===== config.mk =====
export PLATFORM = sky130hd
export DESIGN_NAME = touch_led_mode_ctrl
export DESIGN_NICKNAME = d
export VERILOG_FILES = /design/src/rtl/touch_led_mode_ctrl.sv
export SDC_FILE = /design/constraint.sdc
export NUM_CORES = 1
export LEC_CHECK = 0
export ABC_AREA = 1
export CORE_ASPECT_RATIO = 0.7
export CORE_UTILIZATION = 40
export CTS_BUF_LIST = sky130_fd_sc_hd__clkbuf_16
export DETAILED_ROUTE_END_ITERATION = 16
export PLACE_DENSITY = 0.6
export SYNTH_ARGS = -nofsm -noshare
export SYNTH_HDL_FRONTEND = slang
export SYNTH_SLANG_ARGS = --single-unit

===== constraint.sdc =====
create_clock -name sys_clk -period 3.9 [get_ports sys_clk]
set_clock_uncertainty 0.2 [all_clocks]
set_input_delay 0.78 -clock sys_clk [delete_from_list [all_inputs] [get_ports sys_clk]]
set_output_delay 0.78 -clock sys_clk [all_outputs]
set_load 0.005 [all_outputs]

===== src/rtl/touch_led_mode_ctrl.sv =====
// ============================================================================
// Module      : touch_led_mode_ctrl
// Description : Debounced touch-key press classifier driving a four-mode
//               (OFF / ON / SLOW blink / FAST blink) active-low LED.
// Revision    : 1.0 - initial release
// ============================================================================
`timescale 1ns/1ps
`default_nettype none

module touch_led_mode_ctrl #(
    parameter int DEB_CNT   = 1_000_000,
    parameter int LONG_CNT  = 50_000_000,
    parameter int SLOW_HALF = 25_000_000,
    parameter int FAST_HALF = 5_000_000
) (
    input  logic       sys_clk,
    input  logic       sys_rst,
    input  logic       touch_key,
    output logic       led,
    output logic [1:0] mode,
    output logic       short_pulse,
    output logic       long_pulse
);

    localparam int c_DEB_W  = (DEB_CNT > 1)  ? $clog2(DEB_CNT)  : 1;
    localparam int c_HOLD_W = (LONG_CNT > 1) ? $clog2(LONG_CNT) : 1;
    localparam int c_SLOW_W = (SLOW_HALF > 1) ? $clog2(SLOW_HALF) : 1;
    localparam int c_FAST_W = (FAST_HALF > 1) ? $clog2(FAST_HALF) : 1;
    localparam int c_BLK_W  = (c_SLOW_W > c_FAST_W) ? c_SLOW_W : c_FAST_W;

    localparam logic [c_DEB_W-1:0]  c_DEB_LAST  = c_DEB_W'(DEB_CNT - 1);
    localparam logic [c_HOLD_W-1:0] c_HOLD_LAST = c_HOLD_W'(LONG_CNT - 1);
    localparam logic [c_BLK_W-1:0]  c_SLOW_LAST = c_BLK_W'(SLOW_HALF - 1);
    localparam logic [c_BLK_W-1:0]  c_FAST_LAST = c_BLK_W'(FAST_HALF - 1);

    localparam logic [1:0] c_ST_IDLE    = 2'd0;
    localparam logic [1:0] c_ST_PRESSED = 2'd1;
    localparam logic [1:0] c_ST_LONG    = 2'd2;

    localparam logic [1:0] c_MODE_OFF  = 2'd0;
    localparam logic [1:0] c_MODE_ON   = 2'd1;
    localparam logic [1:0] c_MODE_SLOW = 2'd2;
    localparam logic [1:0] c_MODE_FAST = 2'd3;

    logic                r_key_meta;
    logic                r_key_sync;
    logic                r_key_stable;
    logic [c_DEB_W-1:0]  r_deb_cnt;
    logic [1:0]          r_state;
    logic [c_HOLD_W-1:0] r_hold_cnt;
    logic                r_short_pulse;
    logic                r_long_pulse;
    logic [1:0]          r_mode;
    logic [c_BLK_W-1:0]  r_blink_cnt;
    logic                r_phase;
    logic                r_led;
    logic [c_BLK_W-1:0]  w_half_last;
    logic                w_blinking;

    assign w_blinking  = (r_mode == c_MODE_SLOW) || (r_mode == c_MODE_FAST);
    assign w_half_last = (r_mode == c_MODE_SLOW) ? c_SLOW_LAST : c_FAST_LAST;

    // Two-flop synchroniser followed by a stable-level debouncer.
    always_ff @(posedge sys_clk or posedge sys_rst) begin
        if (sys_rst) begin
            r_key_meta   <= 1'b1;
            r_key_sync   <= 1'b1;
            r_key_stable <= 1'b1;
            r_deb_cnt    <= '0;
        end else begin
            r_key_meta <= touch_key;
            r_key_sync <= r_key_meta;
            if (r_key_sync != r_key_stable) begin
                if (r_deb_cnt == c_DEB_LAST) begin
                    r_key_stable <= r_key_sync;
                    r_deb_cnt    <= '0;
                end else begin
                    r_deb_cnt <= r_deb_cnt + 1'b1;
                end
            end else begin
                r_deb_cnt <= '0;
            end
        end
    end

    // In IDLE the stable key can only be low right after a falling edge,
    // since every path back to IDLE requires it to be high.
    always_ff @(posedge sys_clk or posedge sys_rst) begin
        if (sys_rst) begin
            r_state       <= c_ST_IDLE;
            r_hold_cnt    <= '0;
            r_short_pulse <= 1'b0;
            r_long_pulse  <= 1'b0;
        end else begin
            r_short_pulse <= 1'b0;
            r_long_pulse  <= 1'b0;
            case (r_state)
                c_ST_IDLE: begin
                    if (!r_key_stable) begin
                        r_state    <= c_ST_PRESSED;
                        r_hold_cnt <= '0;
                    end
                end
                c_ST_PRESSED: begin
                    if (r_hold_cnt != c_HOLD_LAST) begin
                        r_hold_cnt <= r_hold_cnt + 1'b1;
                    end
                    if (r_key_stable) begin
                        r_state       <= c_ST_IDLE;
                        r_short_pulse <= 1'b1;
                    end else if (r_hold_cnt == c_HOLD_LAST) begin
                        r_state      <= c_ST_LONG;
                        r_long_pulse <= 1'b1;
                    end
                end
                c_ST_LONG: begin
                    if (r_key_stable) begin
                        r_state <= c_ST_IDLE;
                    end
                end
                default: begin
                    r_state <= c_ST_IDLE;
                end
            endcase
        end
    end

    always_ff @(posedge sys_clk or posedge sys_rst) begin
        if (sys_rst) begin
            r_mode <= c_MODE_OFF;
        end else if (r_long_pulse) begin
            r_mode <= c_MODE_OFF;
        end else if (r_short_pulse) begin
            r_mode <= r_mode + 2'd1;
        end
    end

    // Mode changes restart the blink so each blink mode opens with a full lit phase.
    always_ff @(posedge sys_clk or posedge sys_rst) begin
        if (sys_rst) begin
            r_blink_cnt <= '0;
            r_phase     <= 1'b1;
        end else if (r_short_pulse || r_long_pulse) begin
            r_blink_cnt <= '0;
            r_phase     <= 1'b1;
        end else if (w_blinking) begin
            if (r_blink_cnt == w_half_last) begin
                r_blink_cnt <= '0;
                r_phase     <= ~r_phase;
            end else begin
                r_blink_cnt <= r_blink_cnt + 1'b1;
            end
        end else begin
            r_blink_cnt <= '0;
        end
    end

    always_ff @(posedge sys_clk or posedge sys_rst) begin
        if (sys_rst) begin
            r_led <= 1'b1;
        end else begin
            case (r_mode)
                c_MODE_OFF: r_led <= 1'b1;
                c_MODE_ON:  r_led <= 1'b0;
                default:    r_led <= ~r_phase;
            endcase
        end
    end

    assign led         = r_led;
    assign mode        = r_mode;
    assign short_pulse = r_short_pulse;
    assign long_pulse  = r_long_pulse;

endmodule

`default_nettype wire


# Word level (Yosys, flattened, before mapping)

Cells that the tools add are included.

Flip-flop bits (word level): 82
Bits in latches: 0
Bits in writable memories: 0
ROM bits: 0
Input port bits: 3
Memories: 0

$add $sub $neg: 4
Multiply operators: 0
Divide/modulo/power cells: 0
Magnitude comparators: 0
Eq/ne operators: 14
Shift-type cells: 0
Multiplexer cells: 25
Bitwise gates (word level): 1
Reductions and logical operators: 12

Operators by type and width:

| cell                                                             | number |
|---|---|
| 25-bit two-way mux                                               | 4 |
| 26-bit two-way mux                                               | 2 |
| 26-bit case mux with 2 select lines                              | 1 |
| 20-bit two-way mux                                               | 2 |
| 26-bit by 1-bit adder with 26-bit output (second input constant) | 1 |
| 26-bit == test (second input constant)                           | 1 |
| 26-bit != test (second input constant)                           | 1 |
| 25-bit by 1-bit adder with 25-bit output (second input constant) | 1 |
| 25-bit == test                                                   | 1 |
| 20-bit by 1-bit adder with 20-bit output (second input constant) | 1 |
| 20-bit == test (second input constant)                           | 1 |
| 2-bit two-way mux                                                | 6 |
| 1-bit two-way mux                                                | 8 |
| 2-bit nonzero test                                               | 4 |
| 2-bit == test (second input constant)                            | 3 |
| 2-bit != test (second input constant)                            | 3 |
| 2-bit case mux with 3 select lines                               | 1 |
| 3-bit AND reduction                                              | 2 |
| 2-bit by 1-bit == test with 1-bit output (second input constant) | 2 |
| 2-bit zero test                                                  | 2 |
| 2-bit AND reduction                                              | 2 |
| 3-bit != test (second input constant)                            | 1 |
| 2-bit by 1-bit adder with 2-bit output (second input constant)   | 1 |
| 1-bit logical OR                                                 | 2 |
| other kinds (3)                                                  | 3 |

# Longest topological paths before layout

Depth in word-level cells: 6
Gate-level depth with buffers: 13

# Worst setup path after synthesis

Ideal clock, no wire load.

Kind: flip-flop to flip-flop
Start: register r_hold_cnt[0]
End: register r_hold_cnt[5]
Library setup time: 0.118 ns
Arrival: 1.439 ns
Data required time: 3.582 ns
Slack: 2.143 ns
Stages on the path, launching flop included: 13
Buffers on the path: 1
Clock period less this slack: 1.757 ns
Cells stage by stage: dfrtp_1 > ha_1 > nand3_1 > nor2_4 > nand3_1 > inv_2 > nand2_2 > nand2_2 > nand2_4 > clkinv_4 > buf_6 > nand2_1 > nand2_1

Cells in the longest elaborated chain, start to end: 3
Elaborated cells on any way between the ends: 6
Classes of those cells: 1 x add/sub; 2 x eq/ne; 2 x mux; 1 x reduce/logical

Ends and longest elaborated chain:

| item                                                                              | line     | text |
|---|---|---|
| start, declared                                                                   | 50       | `logic [c_HOLD_W-1:0] r_hold_cnt;` |
| start signal, assigned                                                            | 106      | `r_hold_cnt <= r_hold_cnt + 1'b1;` |
| 26-bit by 1-bit adder with 26-bit output / 26-bit != test (equally long branches) | 106, 105 |  |
| 26-bit two-way mux / 2-bit != test (equally long branches)                        | --       |  |
| 26-bit case mux with 2 select lines / 3-bit AND reduction (equally long branches) | --       |  |

Several ways; a longest one is shown, not always the timed one. The select of a mux whose other input is x is not followed.
A chain may end at the register's enable or synchronous reset.

# Worst setup path in the final report

Start: register r_led (netlist: led)
End: output port led

RTL lines:

| item                   | line | text |
|---|---|---|
| start, declared        | 56   | `logic r_led;` |
| start signal, assigned | 165  | `default: r_led <= ~r_phase;` |
| end, declared          | 19   | `output logic led,` |

No word-level cell between the ends.

==> reports/metrics.yaml <==
hpwlAfterDp_microns: 8180
cts_buffer_depth: 2
crit_family: "flip-flops"
grt.met3_usage_pct: 3.90
slowest_delay_ns: 0.51
final_hold_viol_count: 0
cts_buffers: 9
rsz0062_at_grt: "no"
syn_to_final_growth_pct: 11.2
ys_seq_area_share_pct: 43.5
dieHeight_microns: 93.0
whs_path_depth: 0
post_drt_via_cell_ratio: 5.03
power_density_nw_per_um2: 329
crit_type: "reg2out"
clock_latency_ns: 0.34
cp-start-kind: "flip-flop"
cp.arrival_ns: 1.34
maxSlewViolCount: 0
finalCritPeriodShare_pct: 59.4
synth.distinct_cells: 32
grt_max_degree: 83
die-width_microns: 132
ff2ff_setup_slack_ns: 1.79
status: "complete, no violations"
overflow: 0
layout_common_cells: "nand2_1, nor2_1, inv_1"
end_kind: "output pin"
clkTransAtPathRegs_ns: 0.07
met1_usage_pct: 30.3
rr_worst_depth: 8
grt_pass1_vias: 3909
syn_area_sq_um: 4730
p_leak_uw: 0.00236
holdWs_ns: 0.159
timing.rr.end: "r_blink_cnt[18]"
ant_nets: 0
cts_tree: "done"
combPwrFrac_pct: 1.8
core_sq_um: 11300
num_antenna_cells: 0
drv_cap: 0
setup_tns_ns: 0
worstMarginPinSlew_ns: 0.560
period_needed_ns: 2.32
io_pins: 8
cpMaxStageDelayCell: "dfstp_2"
gp_congestion: 0.920
cts.htree.levels: 3
sw_frac_of_total_pct: 21.6
p_sw_uw: 373
synth_top_area_cell: "dfrtp_1"
relSlewSlack_pct: 62.5
mostFrequentLayoutCell: "nand2_1"
peakVddDrop_mv: 0.206
rows: 32
cts.sink_count: 82
worstHoldStart: "r_key_meta"
die_area_sq_um: 12300
drive_above_1_share_pct: 5.29
drt_wl_total_microns: 11100
crit_chain: "clkdlybuf4s50_1"
min_to: "r_key_sync"
hp-class: "reg2reg"
post_synth.cell_area_avg_sq_um: 6.95
ys_ff_latch: 82
critPathMaxFanout: 1
r2r_start: "mode[0]"
fin_area_sq_um: 5260
syn_inst: 681
synth.area.top_cells: "dfrtp_1, nand2_1, nor2_1, inv_1, nand3_1"
start_util_pct: 42.1
drt-initial-drc-count: 387
io_buffers: 7
cp.required_ns: 2.92
antenna_found_initial: 0
vias: 4285
p_seq_share_pct: 49.6
finalSetupViolCount: 0
layout.nets: 702
cts-root-buf: "clkbuf_16"
cts_resized: 0
post-route-util_pct: 46.8
grt_pass1_wl_microns: 18900
grt_use_met2_pct: 27.2
drc: 0
grt_busiest_layer: "met1"
p_int_uw: 1360
synth_nets: 689
critPathBufInv: 1
grtUsageTotal_pct: 19.6
cts_hold_buf: 0
dr.pass1.iters: 5
clkPwrFrac_pct: 48.7
timing.fmax_ghz: 0.432
wl_per_cell_microns: 13.0
postCtsSetupBuffers: 0
yosys_warnings: 0
synth.top_cell.area_share_pct: 40.7
place_area_sq_um: 4970
## power by group through the flow
stage	registers, uW	clock network [uW]	logic (uW)
floorplan	872	0	20.9
global placement	873	0	32.2
detailed placement	873	0	32.8
CTS	857	864	32.6
global route	857	898	36.8
finish	857	842	30.8
## state kept, by name, indices dropped and copies added (netlist names)
signal,flops
r_hold_cnt,26
r_blink_cnt,25
r_deb_cnt,20
mode,2
r_state,2
led,1
long_pulse,1
r_key_meta,1
r_key_stable,1
r_key_sync,1
r_phase,1
short_pulse,1
## worst max path at each step
| stage | from | endpoint | cells after the start |
|---|---|---|---|
| floorplan | sys_rst | long_pulse | 1 |
| global placement | r_blink_cnt[5] | r_blink_cnt[24] | 7 |
| detailed placement | mode[0] | r_blink_cnt[18] | 8 |
| CTS | led | led | 1 |
| global route | r_deb_cnt[0] | r_deb_cnt[15] | 8 |
| finish | led | led | 1 |
## kinds of logic (layout without fill, tap and decap cells)
kind of cell	Yosys count	in the layout	share of synthesized area (%)
XOR/XNOR	18	18	3.33
AND/OR/NAND/NOR	442	442	39.2
flip-flops	82	82	43.5
buffers and inverters	97	115	8.30
adder cells (fa/ha/maj)	5	5	1.32
AO/OA/AOI/OAI	37	37	4.34
## synth_stat cells
cell / n
nand2_1: 183
nor2_1: 146
inv_1: 87
dfrtp_1: 77
nand3_1: 51
nor3_1: 31
o21ai_0: 18
nand4_1: 16
xor2_1: 14
a21oi_1: 6
dfstp_2: 5
ha_1: 5
o21ai_1: 4
xnor2_1: 4
inv_2: 3
nand2_2: 3
nor2_2: 3
or2_2: 3
a211oi_1: 2
a31oi_1: 2
buf_4: 2
buf_6: 2
nor2_4: 2
nor3b_1: 2
o211ai_1: 2
o21bai_1: 2
and3_1: 1
buf_1: 1
buf_2: 1
clkinv_4: 1
nand2_4: 1
o21a_1: 1
## stage by stage
step           worst slack (ns)  total power (uW)  std cells
6_report                   1.58              1730        852
2_1_floorplan             0.820               893        681
5_1_grt                    1.51              1790        852
3_3_place_gp               1.87               905        836
4_1_cts                    1.57              1750        852
3_5_place_dp               1.77               906        836
## layout make-up
class / instances / area (sq um)
sequential: 82 / 2060
clock buffer: 9 / 225
tap: 153 / 191
inverter: 91 / 348
multi-input combinational: 502 / 2280
fill: 1126 / 5990
timing repair buffer: 8 / 90.1
clock inverter: 7 / 67.6
## per-layer routing
layer | up-vias | routed length, microns
met5 | - | 0
li1 | 2164 | -
met3 | 7 | 858
met1 | 1963 | 5880
met2 | 151 | 4280
met4 | 0 | 38
Note: power is estimated with default switching activity, not from simulation.
